`src/rtl/video_timing_if.sv`:
```
// Raster timing bundle between the timing sequencer and the encoder chain.
//   pal_mode        : requested standard (1 = PAL, 0 = NTSC), into the sequencer
//   newframe/newline/startburst : one-clock encoder strobes
//   even_line/even_field        : line and field parity
//   pal_mode_active : standard currently in use
//   sync_n          : composite sync (0 = sync level)
//   active_video    : inside the active-video window
//   h_count/v_count : current clock-in-line and line-in-field
// Modports: master = sequencer side, slave = consumer side.
interface video_timing_if;
    localparam int unsigned H_W = 12;
    localparam int unsigned V_W = 10;

    logic           pal_mode;
    logic           newframe;
    logic           newline;
    logic           startburst;
    logic           even_line;
    logic           even_field;
    logic           pal_mode_active;
    logic           sync_n;
    logic           active_video;
    logic [H_W-1:0] h_count;
    logic [V_W-1:0] v_count;

    modport master (
        input  pal_mode,
        output newframe, newline, startburst, even_line, even_field,
               pal_mode_active, sync_n, active_video, h_count, v_count
    );

    modport slave (
        output pal_mode,
        input  newframe, newline, startburst, even_line, even_field,
               pal_mode_active, sync_n, active_video, h_count, v_count
    );
endinterface

```
`src/rtl/video_timing_sequencer.sv`:
```
// Master raster timing controller for the composite encoder chain.
// Runs the horizontal/vertical counters, decodes encoder strobes, composite
// sync and the active-video window. The PAL/NTSC request is latched only at
// a frame wrap so carrier phase and chroma filters never see a mid-frame
// change.
// Ports: clk, rst (synchronous, active-high), vt (video_timing_if.master).
// Optional build macro CONFIG_VIDEO_TIMING_INTERLACE_EN: alternating
// FIELD+1 / FIELD line fields with toggling even_field; without it every
// field has FIELD lines and even_field stays 1.
module video_timing_sequencer #(
    parameter int unsigned PAL_LINE_CLKS  = 3072,
    parameter int unsigned NTSC_LINE_CLKS = 3048,
    parameter int unsigned PAL_LINES      = 312,
    parameter int unsigned NTSC_LINES     = 262,
    parameter int unsigned HSYNC_CLKS     = 226,
    parameter int unsigned BURST_START    = 269,
    parameter int unsigned ACTIVE_START   = 512,
    parameter int unsigned ACTIVE_END     = 3008,
    parameter int unsigned VSYNC_LINES    = 3,
    parameter int unsigned BLANK_LINES    = 20
) (
    input  logic           clk,
    input  logic           rst,
    video_timing_if.master vt
);
    localparam int unsigned H_W = 12;
    localparam int unsigned V_W = 10;
    localparam int unsigned MIN_LINE = (PAL_LINE_CLKS < NTSC_LINE_CLKS) ?
                                       PAL_LINE_CLKS : NTSC_LINE_CLKS;

    localparam logic [H_W-1:0] PAL_H_LAST   = H_W'(PAL_LINE_CLKS - 1);
    localparam logic [H_W-1:0] NTSC_H_LAST  = H_W'(NTSC_LINE_CLKS - 1);
    localparam logic [H_W-1:0] PAL_BROAD    = H_W'(PAL_LINE_CLKS - HSYNC_CLKS);
    localparam logic [H_W-1:0] NTSC_BROAD   = H_W'(NTSC_LINE_CLKS - HSYNC_CLKS);
    localparam logic [V_W-1:0] PAL_V_LAST   = V_W'(PAL_LINES - 1);
    localparam logic [V_W-1:0] NTSC_V_LAST  = V_W'(NTSC_LINES - 1);

    // Parameter sanity, caught at elaboration.
    if (!(BURST_START < ACTIVE_START && ACTIVE_START < ACTIVE_END &&
          ACTIVE_END <= MIN_LINE)) begin : g_bad_window
        $error("video_timing_sequencer: burst/active window out of order");
    end
    if (!(HSYNC_CLKS < BURST_START)) begin : g_bad_hsync
        $error("video_timing_sequencer: HSYNC_CLKS must be below BURST_START");
    end
    if (!(PAL_LINE_CLKS <= 4096 && NTSC_LINE_CLKS <= 4096 &&
          PAL_LINES < 1024 && NTSC_LINES < 1024)) begin : g_bad_width
        $error("video_timing_sequencer: counts exceed counter widths");
    end

    logic [H_W-1:0] h_q, h_d;
    logic [V_W-1:0] v_q, v_d;
    logic           m_q, m_d;     // latched standard
    logic           f_q, f_d;     // 1 = even field
    logic [H_W-1:0] h_last;
    logic [V_W-1:0] v_last;
    logic [H_W-1:0] broad_end_d;
    logic           frame_wrap;
    logic           sync_low_d;

    // Next counter/mode state and the sync window for the updated position.
    always_comb begin
        h_d        = h_q + H_W'(1);
        v_d        = v_q;
        m_d        = m_q;
        f_d        = f_q;
        frame_wrap = 1'b0;
        h_last     = m_q ? PAL_H_LAST : NTSC_H_LAST;
`ifdef CONFIG_VIDEO_TIMING_INTERLACE_EN
        // Even fields carry the extra half-frame line.
        v_last     = (m_q ? PAL_V_LAST : NTSC_V_LAST) + V_W'(f_q);
`else
        v_last     = m_q ? PAL_V_LAST : NTSC_V_LAST;
`endif
        if (h_q == h_last) begin
            h_d = '0;
            if (v_q == v_last) begin
                v_d        = '0;
                frame_wrap = 1'b1;
            end else begin
                v_d = v_q + V_W'(1);
            end
        end
`ifdef CONFIG_VIDEO_TIMING_INTERLACE_EN
        // Mode may only change where an odd field completes the frame.
        if (frame_wrap) begin
            f_d = ~f_q;
            if (!f_q) begin
                m_d = vt.pal_mode;
            end
        end
`else
        f_d = 1'b1;
        if (frame_wrap) begin
            m_d = vt.pal_mode;
        end
`endif
        broad_end_d = m_d ? PAL_BROAD : NTSC_BROAD;
        if (v_d < V_W'(VSYNC_LINES)) begin
            sync_low_d = (h_d < broad_end_d);
        end else begin
            sync_low_d = (h_d < H_W'(HSYNC_CLKS));
        end
    end

    // Counters plus registered output decode of the updated position.
    always_ff @(posedge clk) begin
        if (rst) begin
            m_q                <= vt.pal_mode;
            h_q                <= vt.pal_mode ? PAL_H_LAST : NTSC_H_LAST;
            v_q                <= vt.pal_mode ? PAL_V_LAST : NTSC_V_LAST;
`ifdef CONFIG_VIDEO_TIMING_INTERLACE_EN
            f_q                <= 1'b0;   // first wrap starts an even field
`else
            f_q                <= 1'b1;
`endif
            vt.newframe        <= 1'b0;
            vt.newline         <= 1'b0;
            vt.startburst      <= 1'b0;
            vt.even_line       <= 1'b0;
            vt.even_field      <= 1'b1;
            vt.pal_mode_active <= 1'b0;
            vt.sync_n          <= 1'b1;
            vt.active_video    <= 1'b0;
            vt.h_count         <= '0;
            vt.v_count         <= '0;
        end else begin
            h_q                <= h_d;
            v_q                <= v_d;
            m_q                <= m_d;
            f_q                <= f_d;
            vt.newframe        <= (h_d == '0) && (v_d == '0);
            vt.newline         <= (h_d == '0);
            vt.startburst      <= (h_d == H_W'(BURST_START)) &&
                                  (v_d >= V_W'(BLANK_LINES));
            vt.even_line       <= ~v_d[0];
            vt.even_field      <= f_d;
            vt.pal_mode_active <= m_d;
            vt.sync_n          <= ~sync_low_d;
            vt.active_video    <= (v_d >= V_W'(BLANK_LINES)) &&
                                  (h_d >= H_W'(ACTIVE_START)) &&
                                  (h_d <  H_W'(ACTIVE_END));
            vt.h_count         <= h_d;
            vt.v_count         <= v_d;
        end
    end
endmodule

```
`src/flat_wrapper.sv`:
```
// flat-port wrapper written by rule: the top's interface ports become plain ports
module video_timing_sequencer_flat 
#(
    parameter int unsigned PAL_LINE_CLKS  = 3072,
    parameter int unsigned NTSC_LINE_CLKS = 3048,
    parameter int unsigned PAL_LINES      = 312,
    parameter int unsigned NTSC_LINES     = 262,
    parameter int unsigned HSYNC_CLKS     = 226,
    parameter int unsigned BURST_START    = 269,
    parameter int unsigned ACTIVE_START   = 512,
    parameter int unsigned ACTIVE_END     = 3008,
    parameter int unsigned VSYNC_LINES    = 3,
    parameter int unsigned BLANK_LINES    = 20
)
  (clk, rst, vt_pal_mode, vt_newframe, vt_newline, vt_startburst, vt_even_line, vt_even_field, vt_pal_mode_active, vt_sync_n, vt_active_video, vt_h_count, vt_v_count);
  video_timing_if vt_i ();
  input  logic clk;
  input  logic rst;
  input wire logic [$bits(vt_i.pal_mode)-1:0] vt_pal_mode;
  output wire logic [$bits(vt_i.newframe)-1:0] vt_newframe;
  output wire logic [$bits(vt_i.newline)-1:0] vt_newline;
  output wire logic [$bits(vt_i.startburst)-1:0] vt_startburst;
  output wire logic [$bits(vt_i.even_line)-1:0] vt_even_line;
  output wire logic [$bits(vt_i.even_field)-1:0] vt_even_field;
  output wire logic [$bits(vt_i.pal_mode_active)-1:0] vt_pal_mode_active;
  output wire logic [$bits(vt_i.sync_n)-1:0] vt_sync_n;
  output wire logic [$bits(vt_i.active_video)-1:0] vt_active_video;
  output wire logic [$bits(vt_i.h_count)-1:0] vt_h_count;
  output wire logic [$bits(vt_i.v_count)-1:0] vt_v_count;
  assign vt_i.pal_mode = vt_pal_mode;
  assign vt_newframe = vt_i.newframe;
  assign vt_newline = vt_i.newline;
  assign vt_startburst = vt_i.startburst;
  assign vt_even_line = vt_i.even_line;
  assign vt_even_field = vt_i.even_field;
  assign vt_pal_mode_active = vt_i.pal_mode_active;
  assign vt_sync_n = vt_i.sync_n;
  assign vt_active_video = vt_i.active_video;
  assign vt_h_count = vt_i.h_count;
  assign vt_v_count = vt_i.v_count;
  video_timing_sequencer #(.PAL_LINE_CLKS(PAL_LINE_CLKS), .NTSC_LINE_CLKS(NTSC_LINE_CLKS), .PAL_LINES(PAL_LINES), .NTSC_LINES(NTSC_LINES), .HSYNC_CLKS(HSYNC_CLKS), .BURST_START(BURST_START), .ACTIVE_START(ACTIVE_START), .ACTIVE_END(ACTIVE_END), .VSYNC_LINES(VSYNC_LINES), .BLANK_LINES(BLANK_LINES)) u_core (.clk(clk), .rst(rst), .vt(vt_i));
endmodule
```
`config.mk`:
```
export PLATFORM = sky130hd
export DESIGN_NAME = video_timing_sequencer_flat
export DESIGN_NICKNAME = d
export VERILOG_FILES = /design/src/rtl/video_timing_if.sv /design/src/rtl/video_timing_sequencer.sv /design/src/flat_wrapper.sv
export SDC_FILE = /design/constraint.sdc
export NUM_CORES = 1
export LEC_CHECK = 0
export ABC_AREA = 1
export ABC_CLOCK_PERIOD_IN_PS = 2300
export BUFFER_PORTS_ARGS = -buffer_cell sky130_fd_sc_hd__buf_2
export CAP_MARGIN = 20
export CORE_UTILIZATION = 40
export DETAILED_ROUTE_END_ITERATION = 16
export GPL_ROUTABILITY_DRIVEN = 0
export SLEW_MARGIN = 20
export SYNTH_ARGS = -nofsm -noshare
export SYNTH_HDL_FRONTEND = slang
export SYNTH_SLANG_ARGS = --single-unit
```
`constraint.sdc`:
```
create_clock -name clk -period 2.3 [get_ports clk]
set_input_delay 0.46 -clock clk [delete_from_list [all_inputs] [get_ports clk]]
set_output_delay 0.46 -clock clk [all_outputs]
set_load 0.01 [all_outputs]
```
### After elaboration in Yosys (flattened, before gate mapping)

Cells that the tools add are included.

* register bits after elaboration: 52
* input bits: 3
* output and inout bits: 30
* word-level logic and storage cells: 46

* $add $sub $neg: 2
* order comparisons: 6
* equal/unequal tests: 3
* mux-type cells: 15
* bitwise gates (word level): 2
* reductions and logical operators: 6

Operators by type and width (count)
* $mux 10: 3
* $mux 12: 2
* $mux 5: 3
* $add 12x1->12 const B: 1
* $eq 12x12->1: 1
* $eq 12x9->1 const B: 1
* $ge 12x10->1 const B: 1
* $logic_not 12->1: 1
* $lt 12x12->1: 1
* $lt 12x12->1 const B: 1
* $lt 12x8->1 const B: 1
* $mux 6: 2
* $add 10x1->10 const B: 1
* $eq 10x10->1: 1
* $ge 10x5->1 const B: 1
* $logic_not 10->1: 1
* $lt 10x2->1 const B: 1
* $mux 1: 5
* $logic_and 1x1->1: 4
* $not 1->1: 2

### Depth between registers and ports, before layout

* depth in word-level cells: 9
* gate-level depth with buffers: 17
* gate-level depth less buffers: 17

### Least setup slack after synthesis

OpenSTA, ideal clock, no wires.

* path kind: register to register
* start point: reg u_core.h_q[0]
* end point: reg u_core.vt.sync_n
* setup time: 130 ps
* arrival time: 2128 ps
* data required time: 2170 ps
* setup slack: 42 ps
* stages on the path, launching flop included: 17
* clock period less this slack: 2258 ps
* cell sequence: dfxtp_1 -> ha_1 -> nand3_1 -> nor2_2 -> inv_1 -> nor2_1 -> nand2_1 -> mux2i_1 -> ha_1 -> nand2_1 -> o21bai_1 -> a21oi_1 -> nand4_1 -> nand2_1 -> nand2_1 -> nand3_1 -> nand3_1

* cells in the longest elaborated chain, start to end: 7
* elaborated cells between the ends (all ways): 12
* those cells by class: 1 x add/sub; 3 x order compare; 1 x eq/ne; 6 x mux; 1 x bitwise

Ends and longest elaborated chain
* start, declared: line video_timing_sequencer.sv:51 `logic [H_W-1:0] h_q, h_d;`
* start signal, assigned: line video_timing_sequencer.sv:110 `h_q <= vt.pal_mode ? PAL_H_LAST : NTSC_H_LAST;`
* parallel branches: the longest is 5 deep, another holds $add 12x1->12
* $mux 1 *: line video_timing_sequencer.sv:99 `if (v_d < V_W'(VSYNC_LINES)) begin`
* $not 1->1 *: line video_timing_sequencer.sv:139 `vt.sync_n <= ~sync_low_d;`
* end signal, assigned: line video_timing_sequencer.sv:139
* end, declared: line video_timing_if.sv:29 `pal_mode_active, sync_n, active_video, h_count, v_count`

Every way passes the cells marked *.
A chain may end at the register's enable or synchronous reset.

### Worst setup path in the final report

* start point: reg u_core.h_q[1]
* end point: reg u_core.vt.sync_n

The elaborated chain is that of the path after synthesis.

==> run metrics <==
fraction of layout cells with a size suffix above 1=27.74%; Core Rows=27; Core ar.=0.005574 mm^2; Clock Skews=10.06 ps; IO buf count=31; Via Count=2339; critical-path cell list=ha_4 > nand3_4 > nor2_4 > inv_2 > nor2_4 > nand2_2 > mux2i_2 > ha_1 > nand2_1 > o21bai_1 > a21oi_1 > nand4_1 > nand2_1 > nand2_1 > nand3_1 > nand3_1; f_max=464.0 MHz; Synth Area per Inst=6.721 um^2; clk_lat worst skew=310 ps; vias in the first global route=2207; total CTS buffers=5; die area=0.006191 mm^2; first-pass GRT wire length=9.873 mm; Switching Share=41.82%; final core occ=53.09%; post-DP HPWL=4.416 mm; Layout area overhead=25.80%; Flop pwr share=32.9%; starting density of the core=42.20%; post-synthesis xor/xnor area fraction=1.489%; Seq/Total Area, Yosys=40.00%; VDD IR-drop max=625.2 uV; clock-pin slew of the registers on the worst-case setup and hold paths=90 ps; initial DRC count=84; drt drc=0; FFs w/ async S/R, synth=0%; arrival time at the worst endpoint=2350 ps; largest net degree at the start of global routing=30; placed instance count=470; drt wl/cell=12.13 um; Synth Instances=350; Post-DRT Antenna Nets=0; Synth Area in Compound Gates=3.617%; biggest area consumer among synthesized cells=dfxtp_1; CTS tree=built; Worst path slowest cell=dfxtp_2; Worst Path Required=2490 ps; syn nets=358; status=complete, no violations; Critical Path End Type=flop; Post-Route WL=5.858 mm; worst min-delay path class=in2reg; drt pass-1 iters=4; adder-cell share of the synthesized area=2.660%; FF-to-FF path depth=16; final count of pins violating max slew=0; top-count cell post-synth=nand2_1; CTS max path bufs=2; YS warnings=0; # IOs=33; Reg-to-Reg End=u_core.vt.sync_n; Max Cap Viol=0; r2r setup slk=140 ps; HP Start=rst; internal power=0.001960 W; Hold Path Cell Cnt=3; Final Non-Filler Cells=483; Die W=78.69 um; largest family of logic cells by synthesized area=simple AND/OR/NAND/NOR gates; Mapped Area=0.002352 mm^2; Final Critical Period=2155 ps; Synth area leaders=dfxtp_1 40%, nand2_1 16%, nor2_1 8.6%; CP max stage delay=360 ps; hold_buf cts=0; Startpoint Class=flop; Net Sw Power=0.001408 W; Unique masters post-synth=27; vias per cell=4.843; CP Class=reg2reg; GR Overflow Total=0; Hold Path End=u_core.v_q[2]; Top FF cell, synth=dfxtp_1; CP max FO=3; top cells by count, synth=98 x nand2_1, 54 x nor2_1, 47 x dfxtp_1; Die Ht=78.69 um; clock share of power=18.8%; Total Routing Usage GR=20.53%; n_diodes=0; RSZ-0062 raised after global routing=yes; Pleak=1.587 nW; Final Cycle Share=93.71%; Top cell by count, worst path=nand2_1; Sink Count=47; H-Tree Level Count=2; simple-gate area share of the yosys netlist=41.22%; EDFF count, synth=0; Setup Viol. Count Final=0; clk root buf=clkbuf_8; reg-to-reg startpoint=u_core.h_q[1]; Final Hold Vio Count=0; Pwr Density=1138 mW/mm^2; number of nets in the layout=418; Synth Register Bits=47; Yosys top cell area share=40.00%; logic gate share of total power=48.3%; mux contribution to synthesized area=0.4255%; antenna violations before repair=0
worst max-delay path: cells and delay by family (launching register included):
family | cells | cell delay, ps
compound gates | 2 | 210
flops | 1 | 360
mux | 1 | 220
fa+ha+maj | 2 | 420
simple gates | 10 | 790
buf+inv | 1 | 50
how the worst max path moves through the flow:
stage	start	endpoint	slack, ps	cells after the start
3_3_place_gp	u_core.h_q[0]	u_core.vt.sync_n	80	16
6_report	u_core.h_q[1]	u_core.vt.sync_n	140	16
4_1_cts	u_core.h_q[1]	u_core.vt.sync_n	20	15
5_1_grt	u_core.h_q[2]	u_core.vt.sync_n	-50	15
2_1_floorplan	u_core.h_q[0]	u_core.vt.sync_n	40	16
3_5_place_dp	u_core.h_q[0]	u_core.vt.sync_n	-10	15
repair_timing:
item,in CTS,in global routing
pin swaps,0,10
gates resized for setup,3,23
setup buffers,0,5
hold endpoints to repair,0,0
endpoints found under the setup margin,1,1
routing by layer:
layer / global-route usage, % / part of all wire [%] / vias to the layer above / wire, um
li1: - / - / 1205 / -
met1: 25.14 / 48 / 1083 / 2807
met2: 36.00 / 47 / 45 / 2750
met3: 4.302 / 4.1 / 6 / 238
met4: 5.556 / 1.1 / 0 / 62
met5: 0 / 0 / - / 0
stage by stage:
step	hold slack, ps	area [um^2]	power, W	worst slack [ps]	TNS, ps
global route	475.4	2959	0.003638	-54.49	-54.49
CTS	457.4	2863	0.003265	16.58	0
finish	466.4	2959	0.003368	144.7	0
global placement	532.8	2739	0.002615	83.00	0
detailed placement	542.6	2739	0.002624	-11.80	-11.80
floorplan	467.0	2352	0.002096	42.38	0
sequential cells by signal, summed over array words and instances (netlist names):
register,flops
u_core.vt.v_count,10
u_core.vt.newline,1
u_core.vt.newframe,1
u_core.vt.startburst,1
u_core.vt.sync_n,1
u_core.v_q,6
u_core.h_q,11
u_core.vt.pal_mode_active,1
u_core.vt.h_count,12
u_core.vt.even_line,1
u_core.vt.active_video,1
u_core.m_q,1
logic make-up (layout without fill, tap and decap cells):
group	after synthesis	after routing
and+or+nand+nor	219	219
buffers and inverters	57	118
DFF	47	47
AOI/OAI and AO/OA	16	16
adders and majority gates	5	5
xor gates and xnor gates	4	4
other	1	1
muxes	1	1
placed cells by master, fill, tap and decap left out, types with 2 or more instances in the layout:
master / Yosys / routed
nand2_2: 9 / 13
a21oi_1: 4 / 4
dfxtp_1: 47 / 37
inv_2: 1 / 4
nor2_2: 3 / 2
o21ai_1: 2 / 2
inv_1: 44 / 41
nor2_4: 3 / 5
nand4_1: 7 / 7
nand3_1: 34 / 33
o21ai_0: 8 / 8
nand3_2: 4 / 4
clkbuf_8: 0 / 5
buf_2: 1 / 31
xor2_1: 3 / 3
ha_1: 5 / 4
dfxtp_2: 0 / 9
nor3_1: 6 / 6
buf_4: 6 / 34
nor2_1: 54 / 53
nand2_1: 98 / 94
cell type report:
cell class,instances,area (um^2)
clock inverter,3,47.55
clock buffer,5,68.82
inverter,45,168.9
fill,563,2615
timing repair buffer,65,410.4
sequential,47,955.9
multi-input combinational,246,1217
tap,72,90.09
power by group through the flow:
stage	Clock (W)	Sequential, W	Combinational [W]
after global routing	0.000678	0.00113	0.00183
after floorplan	0	0.00115	0.000943
after detailed placement	0	0.00110	0.00152
after CTS	0.000648	0.00108	0.00153
after global placement	0	0.00110	0.00152
final	0.000633	0.00111	0.00163
Note: power is estimated with default switching activity, not from simulation.
